<file path="src/rtl/frog_game_ctrl.sv">
// Game-state controller for the frog/obstacle game: rectangle overlap per obstacle,
// lives, score, hit flash, respawn and game-over, all advanced on end-of-frame pulses.
module frog_game_ctrl #(
    parameter int N_OBJ      = 3,
    parameter int CW         = 12,
    parameter int LIVES      = 3,
    parameter int HIT_FRAMES = 60,
    parameter int GOAL_Y     = 40,
    parameter int SCORE_W    = 8
) (
    input  logic                  i_clk,
    input  logic                  i_rst,
    input  logic                  i_animate,
    input  logic                  i_start,
    input  logic [CW-1:0]         i_frog_x1,
    input  logic [CW-1:0]         i_frog_x2,
    input  logic [CW-1:0]         i_frog_y1,
    input  logic [CW-1:0]         i_frog_y2,
    input  logic [N_OBJ*CW-1:0]   i_obj_x1,
    input  logic [N_OBJ*CW-1:0]   i_obj_x2,
    input  logic [N_OBJ*CW-1:0]   i_obj_y1,
    input  logic [N_OBJ*CW-1:0]   i_obj_y2,
    input  logic [N_OBJ-1:0]      i_obj_en,
    output logic [N_OBJ-1:0]      o_hit_mask,
    output logic                  o_dead,
    output logic                  o_respawn,
    output logic [3:0]            o_lives,
    output logic [SCORE_W-1:0]    o_score,
    output logic [2:0]            o_state,
    output logic                  o_game_over
);

    typedef enum logic [2:0] {
        IDLE    = 3'd0,
        PLAY    = 3'd1,
        HIT     = 3'd2,
        RESPAWN = 3'd3,
        OVER    = 3'd4
    } state_t;

    localparam logic [7:0]    HIT_LAST   = 8'(HIT_FRAMES - 1);
    localparam logic [3:0]    LIVES_INIT = 4'(LIVES);
    localparam logic [CW-1:0] GOAL_LINE  = CW'(GOAL_Y);

    state_t               state, state_n;
    logic [N_OBJ-1:0]     overlap;
    logic [7:0]           hit_cnt, hit_cnt_n;
    logic [3:0]           lives_n;
    logic [SCORE_W-1:0]   score_n;
    logic                 respawn_n;

    // Strict compares so boxes that merely share an edge do not collide.
    for (genvar k = 0; k < N_OBJ; k++) begin : g_overlap
        assign overlap[k] = i_obj_en[k]
                          && (i_frog_x1 < i_obj_x2[k*CW +: CW])
                          && (i_frog_x2 > i_obj_x1[k*CW +: CW])
                          && (i_frog_y1 < i_obj_y2[k*CW +: CW])
                          && (i_frog_y2 > i_obj_y1[k*CW +: CW]);
    end

    always_ff @(posedge i_clk or posedge i_rst) begin
        if (i_rst) begin
            state      <= IDLE;
            o_hit_mask <= '0;
            o_respawn  <= 1'b0;
            o_lives    <= LIVES_INIT;
            o_score    <= '0;
            hit_cnt    <= '0;
        end else begin
            state      <= state_n;
            o_hit_mask <= overlap;
            o_respawn  <= respawn_n;
            o_lives    <= lives_n;
            o_score    <= score_n;
            hit_cnt    <= hit_cnt_n;
        end
    end

    // Start requests are level-sampled on any cycle; everything else waits for a frame pulse.
    always_comb begin
        state_n   = state;
        hit_cnt_n = hit_cnt;
        lives_n   = o_lives;
        score_n   = o_score;
        respawn_n = 1'b0;
        unique case (state)
            IDLE: begin
                if (i_start) begin
                    state_n   = RESPAWN;
                    respawn_n = 1'b1;
                end
            end
            PLAY: begin
                if (i_animate) begin
                    if (|o_hit_mask) begin
                        state_n   = HIT;
                        hit_cnt_n = '0;
                        if (o_lives != 4'd0)
                            lives_n = o_lives - 4'd1;
                    end else if (i_frog_y1 <= GOAL_LINE) begin
                        state_n   = RESPAWN;
                        respawn_n = 1'b1;
                        if (o_score != '1)
                            score_n = o_score + SCORE_W'(1);
                    end
                end
            end
            HIT: begin
                if (i_animate) begin
                    if (hit_cnt == HIT_LAST) begin
                        if (o_lives == 4'd0) begin
                            state_n = OVER;
                        end else begin
                            state_n   = RESPAWN;
                            respawn_n = 1'b1;
                        end
                    end else begin
                        hit_cnt_n = hit_cnt + 8'd1;
                    end
                end
            end
            RESPAWN: begin
                if (i_animate)
                    state_n = PLAY;
            end
            OVER: begin
                if (i_start) begin
                    state_n   = RESPAWN;
                    respawn_n = 1'b1;
                    lives_n   = LIVES_INIT;
                    score_n   = '0;
                end
            end
            default: state_n = IDLE;
        endcase
    end

    assign o_state     = state;
    assign o_dead      = (state == HIT);
    assign o_game_over = (state == OVER);

endmodule

</file>
<file path="config.mk">
export PLATFORM = sky130hd
export DESIGN_NAME = frog_game_ctrl
export DESIGN_NICKNAME = d
export VERILOG_FILES = /design/src/rtl/frog_game_ctrl.sv
export SDC_FILE = /design/constraint.sdc
export NUM_CORES = 1
export LEC_CHECK = 0
export ABC_AREA = 0
export CORE_MARGIN = 10
export CORE_UTILIZATION = 39
export DETAILED_ROUTE_END_ITERATION = 16
export GPL_ROUTABILITY_DRIVEN = 0
export PLACE_DENSITY = 0.79
export SYNTH_ARGS = -nofsm -noshare
export SYNTH_HDL_FRONTEND = slang
export SYNTH_SLANG_ARGS = --single-unit
</file>
<file path="constraint.sdc">
create_clock -name i_clk -period 2.15 [get_ports i_clk]
set_clock_uncertainty 0.05 [all_clocks]
set_input_delay 0.43 -clock i_clk [delete_from_list [all_inputs] [get_ports i_clk]]
set_output_delay 0.43 -clock i_clk [all_outputs]
set_load 0.05 [all_outputs]
</file>
# Yosys cells after proc, flatten, opt, wreduce, memory -nomap -nowiden

Cells that the tools add are included.

Add/sub/neg operators: 3
Multipliers: 0
Divide/modulo/power cells: 0
$lt $le $gt $ge: 13
Equality and inequality tests: 19
Shift-type cells: 0
Mux-type cells: 33
Bitwise gates (word level): 0
Reduce and logical (&&, ||, !) cells: 23

Operator list:

| operator                                                        | count |
|---|---|
| greater-than comparator 12 bit                                  | 6 |
| less-than comparator 12 bit                                     | 6 |
| two-way mux 8 bit                                               | 9 |
| case mux 8 bit (2 select lines)                                 | 2 |
| two-way mux 3 bit                                               | 8 |
| != test 2 bit, second input constant                            | 10 |
| adder 8 x 1 -> 8 bit, second input constant                     | 2 |
| two-way mux 4 bit                                               | 4 |
| less-or-equal comparator 12 x 6 -> 1 bit, second input constant | 1 |
| logical AND 1 bit                                               | 12 |
| case mux 3 bit (4 select lines)                                 | 1 |
| AND reduction 6 bit                                             | 2 |
| AND reduction 5 bit                                             | 2 |
| == test 8 x 6 -> 1 bit, second input constant                   | 1 |
| != test 8 bit, second input constant                            | 1 |
| case mux 4 bit (2 select lines)                                 | 1 |
| two-way mux 1 bit                                               | 7 |
| == test 3 x 2 -> 1 bit, second input constant                   | 2 |
| logical NOT 4 bit                                               | 1 |
| != test 2 x 1 -> 1 bit, second input constant                   | 2 |
| nonzero test 2 bit                                              | 2 |
| nonzero test 4 bit                                              | 1 |
| subtractor 4 x 1 -> 4 bit, second input constant                | 1 |
| == test 3 x 1 -> 1 bit, second input constant                   | 1 |
| other kinds (6)                                                 | 6 |

Bits in registers: 27
Latch bits: 0
RAM bits: 0
Bits in read-only memories: 0
Logic and storage cells: 97
Memories: 0

# Depth between registers and ports, before layout

Depth in word-level cells: 6
Gate-level depth with buffers: 8

# Worst setup path before layout

OpenSTA, ideal clock, no wires.

Path kind: register -> register
Start point: reg o_hit_mask[1]
End point: reg o_score[4]
Setup time: 0.135 ns
Arrival: 2.226 ns
Slack: -0.261 ns
Cell stages (with the launch flop): 7
Path buffers: 0
Clock period less this slack: 2.411 ns
Cell sequence: dfrtp_1 > or3_4 > or3_4 > nor4_4 > and4_1 > xnor2_1 > nor2_1

Cells in the longest elaborated chain, start to end: 3

RTL lines:

| item                                 | line | RTL |
|---|---|---|
| start: declaration                   | 24   | `output logic [N_OBJ-1:0] o_hit_mask,` |
| start signal: assignment             | 71   | `o_hit_mask <= overlap;` |
| OR reduction 3 bit                   | 95   | `if (\|o_hit_mask) begin` |
| != test 2 bit (no source line)       | --   |  |
| AND reduction 6 bit (no source line) | --   |  |
| end signal: assignment               | 74   | `o_score <= score_n;` |
| end: declaration                     | 28   | `output logic [SCORE_W-1:0] o_score,` |

Every way passes these cells.
A chain may end at the register's enable or synchronous reset.

# Final worst setup path

Start point: reg o_lives[1]
End point: reg o_lives[3]

Cells in the longest elaborated chain, start to end: 5

RTL lines:

| item                            | line | RTL |
|---|---|---|
| start: declaration              | 27   | `output logic [3:0] o_lives,` |
| start signal: assignment        | 73   | `o_lives <= lives_n;` |
| subtractor 4 x 1 -> 4 bit       | 99   | `lives_n = o_lives - 4'd1;` |
| two-way mux 4 bit               | 98   | `if (o_lives != 4'd0)` |
| two-way mux 4 bit               | 95   |  |
| two-way mux 4 bit               | 94   | `if (i_animate) begin` |
| case mux 4 bit (2 select lines) | 86   | `unique case (state)` |

Parallel ways exist; a longest one is shown, timed or not. The select of a mux whose other input is x is not followed.

==> out/summary.txt <==
=================================================================================================
Status ............................................................................. complete, but fails checks
Violations in the final reports .................................................... negative setup slack
R2r startpoint .....................................................................   o_lives[1]
Total standard cell area after synthesis ........................................... 0.004838 mm²
Worst slew margin relative to its limit ............................................       63.97%
Ys Warns ...........................................................................            0
CORE AREA ..........................................................................  0.01206 mm²
Sequential share of the synthesized area ...........................................       14.02%
Maximum number of pins on one net before global-route repair .......................           28
Top-area cell type share of the netlist area .......................................       36.46%
Synth Area per Inst ................................................................    7.668 µm²
Max_cap viols ......................................................................            0
Die X-Extent .......................................................................     131.4 µm
Clock buffer count from CTS ........................................................            3
Number of nets at the end of the flow ..............................................         1260
Number of distinct library cell variants in the gate-level netlist after synthesis .           46
Most frequent cell after synthesis ................................................. sky130_fd_sc_hd__inv_1
Number of fillers in the final layout ..............................................          901
Starting density of the core .......................................................       40.11%
DRC ................................................................................            0
Number of placement rows ...........................................................           40
Max Fclk ...........................................................................   0.4568 GHz
Minimum period implied by the final worst setup slack ..............................     2.189 ns
Top cells by count, synth .......................................................... sky130_fd_sc_hd__inv_1, sky130_fd_sc_hd__ha_1, sky130_fd_sc_hd__a21oi_1
Average routed wire per standard cell ..............................................     17.31 µm
Final-report hold violation count ..................................................            0
Total detailed-routing wirelength ..................................................     18.88 mm
Hold_ws ............................................................................    0.4489 ns
Dominant synthesized flop cell ..................................................... sky130_fd_sc_hd__dfrtp_1
Number of nets in the synthesized netlist ..........................................          971
Critical path fanouts, max .........................................................            3
Type of the setup path with the least slack ........................................ register to register
Dpl cells ..........................................................................         1074
Cells traversed along the worst timing path ........................................ inv_2, ha_4, nor3b_4, nor4_2, o2111ai_2, nor4_2, xnor2_1, nor2_1
First-pass iteration count of the detailed router ..................................            5
Setup repair after global routing missed its margin ................................          yes
Number of setup violations in the final report .....................................            2
Wire length of the first global-routing pass .......................................     28.54 mm
Final setup margin .................................................................  -0.03903 ns
Hold Startpoint ....................................................................   hit_cnt[1]
Final instance count without filler cells ..........................................         1091
Number of H-tree levels ............................................................            1
CP Launch Point ....................................................................   o_lives[1]
Number of global-route vias before repair ..........................................         5653
Via count ..........................................................................         5653
Count of final max-slew check failures .............................................            0
Routed Antenna Nets ................................................................            0
Worst-Margin Slew ..................................................................    0.5388 ns
Area leader, netlist ............................................................... sky130_fd_sc_hd__ha_1
Area grow syn2layout ...............................................................       74.89%
Clock-pin transition on the worst setup and hold timing paths ......................      0.07 ns
Register bit total from synthesis ..................................................           27
Detail Placement HPWL ..............................................................     15.79 mm
Grt total ovfl .....................................................................            0
Dpl cell area ...................................................................... 0.007697 mm²
Die span in y ......................................................................     131.4 µm
Clock root cell .................................................................... sky130_fd_sc_hd__clkbuf_16
Startpoint types ...................................................................     register
Min-delay worst type ............................................................... register to register
Number of enable flip-flop cells after synthesis ...................................            0
CP required ........................................................................      2.23 ns
Async set-or-reset flop fraction in the synthesized netlist ........................       100.0%
Clock tree buffer depth ............................................................            2
Count of buffers from port buffering ...............................................          219
Initial antenna violation count ....................................................            6
Reg2Reg Setup Slack ................................................................     -0.04 ns
Crit path largest cell delay .......................................................      0.55 ns
CP Data Arrival Time ...............................................................      2.27 ns
Most frequent cell on the critical path ............................................ sky130_fd_sc_hd__nor4_2
Post-route cell area ............................................................... 0.008462 mm²
Pwr/cell area ...................................................................... 362.8 mW/mm²
Ratio of final minimum period to clock period ......................................       101.8%
Critical path endpoint category ....................................................     register
Worst-Skew Late Latency ............................................................      0.26 ns
Total track usage ..................................................................       19.64%
Total die area .....................................................................  0.01726 mm²
Fraction of final layout cells with drive strength greater than 1 ..................       17.19%
VDD IR max .........................................................................    0.3143 mV
TritonCTS clock tree ...............................................................        built
Routed via count divided by cell count .............................................        5.181
# IOs ..............................................................................          220
Cell count after synthesis .........................................................          631
Highest-delay cell along the critical path ......................................... sky130_fd_sc_hd__dfstp_2
Total leakage power ................................................................  0.004313 µW
Dominant cells by area after synthesis ............................................. sky130_fd_sc_hd__ha_1, sky130_fd_sc_hd__dfrtp_1, sky130_fd_sc_hd__inv_1, sky130_fd_sc_hd__a21oi_1, sky130_fd_sc_hd__nand4_1
Clock tree sinks ...................................................................           27
Initial DRC count ..................................................................          381
=================================================================================================
-- cell families (layout without fill, tap and decap cells) --
logic type,count (synthesis),after routing,synth area share [%]
buffers and inverters,152,440,11.79
flip-flops,27,27,14.02
AO/OA/AOI/OAI,125,125,16.32
adder cells (fa/ha/maj),141,141,36.46
other,0,4,0
multiplexers,2,2,0.4138
XOR/XNOR,13,13,2.353
AND/OR/NAND/NOR,171,171,18.65
-- timing repair --
item | in CTS | in global routing
gates resized for setup | 37 | 78
setup buffers | 3 | 8
pin swaps | 24 | 40
hold buffers | 0 | 0
setup endpoints to repair | 11 | 15
-- metrics by stage --
stage | total power, µW | setup TNS (ns) | setup WS, ns | util [%]
final | 3070 | -0.07712 | -0.03903 | 70.16
after CTS | 2858 | -0.01151 | -0.01151 | 66.13
after global routing | 3264 | -0.3939 | -0.1284 | 70.16
after detailed placement | 2376 | -4.672 | -0.5737 | 63.82
after floorplan | 1533 | -0.1106 | -0.05653 | -
after global placement | 2334 | -4.755 | -0.5661 | 63.82
-- flip-flops by register name, summed over array words and instances (netlist names) --
register	flops
o_hit_mask	3
o_state	3
hit_cnt	8
o_respawn	1
o_lives	4
o_score	8
-- metal layers --
metal	wire length (µm)	part of all wire [%]	vias up	GRT usage, %
met2	9357	50	226	34.79
met5	21	0.11	-	0
met4	513	2.7	4	5.192
met3	1301	6.9	42	4.878
met1	7686	41	2567	22.94
li1	-	-	2814	-
-- layout by cell type (no fill, tap or decap), types with 4 or more instances in the layout --
cell type,count
sky130_fd_sc_hd__clkdlybuf4s50_1,188
sky130_fd_sc_hd__inv_1,141
sky130_fd_sc_hd__ha_1,120
sky130_fd_sc_hd__buf_4,67
sky130_fd_sc_hd__a21oi_1,37
sky130_fd_sc_hd__nor2_1,34
sky130_fd_sc_hd__nand2_1,33
sky130_fd_sc_hd__nand4_1,32
sky130_fd_sc_hd__nand3_1,21
sky130_fd_sc_hd__ha_4,21
sky130_fd_sc_hd__dlymetal6s2s_1,20
sky130_fd_sc_hd__o21ai_0,18
sky130_fd_sc_hd__dfrtp_1,17
sky130_fd_sc_hd__a21o_1,12
sky130_fd_sc_hd__xor2_1,10
sky130_fd_sc_hd__inv_2,8
sky130_fd_sc_hd__and3_1,8
sky130_fd_sc_hd__dfrtp_2,8
sky130_fd_sc_hd__nor4_2,7
sky130_fd_sc_hd__a211oi_1,7
sky130_fd_sc_hd__dlygate4sd2_1,7
sky130_fd_sc_hd__nand2b_1,6
sky130_fd_sc_hd__nor3_1,5
sky130_fd_sc_hd__o211ai_1,5
sky130_fd_sc_hd__a21oi_2,5
sky130_fd_sc_hd__o21ai_1,5
sky130_fd_sc_hd__diode_2,4
sky130_fd_sc_hd__nor4_4,4
sky130_fd_sc_hd__a211oi_2,4
sky130_fd_sc_hd__o2111ai_1,4
sky130_fd_sc_hd__nor2b_1,4
-- worst max-delay path, delay by kind of cell, from the launching register on --
kind                     cells  cell delay (ns)
buffers and inverters        1             0.05
adder cells (fa/ha/maj)      1             0.15
flip-flops                   1             0.55
AND/OR/NAND/NOR              4             0.88
XOR/XNOR                     1             0.15
AO/OA/AOI/OAI                1             0.22
-- path summary, 6_finish.rpt --
| check | end | cells past startpoint |
|---|---|---|
| max | o_lives[3] | 8 |
| min | hit_cnt[1] | 2 |
| max reg2reg | o_lives[3] | 8 |
| min reg2reg | hit_cnt[1] | 2 |
| max in group asynchronous | o_lives[0] | 3 |
| min in group asynchronous | hit_cnt[1] | 3 |
-- power by group --
group / internal, µW / switching [µW] / leakage [µW] / total [µW]
Combinational: 997 / 973 / 0.00392 / 1970
Clock: 251 / 175 / 0.0000409 / 426
Sequential: 584 / 90.0 / 0.000351 / 674
Total: 1830 / 1240 / 0.00431 / 3070
-- cell type report --
cell class	instances	area [µm²]	area share [%]
tap	168	210.2	2.484
clock inverter	1	5.005	0.05915
sequential	27	688.2	8.132
timing repair buffer	287	2770	32.74
multi-input combinational	452	4144	48.97
antenna	4	10.01	0.1183
inverter	149	559.3	6.609
clock buffer	3	75.07	0.8872
No activity file was read; power rests on OpenSTA's default activity.
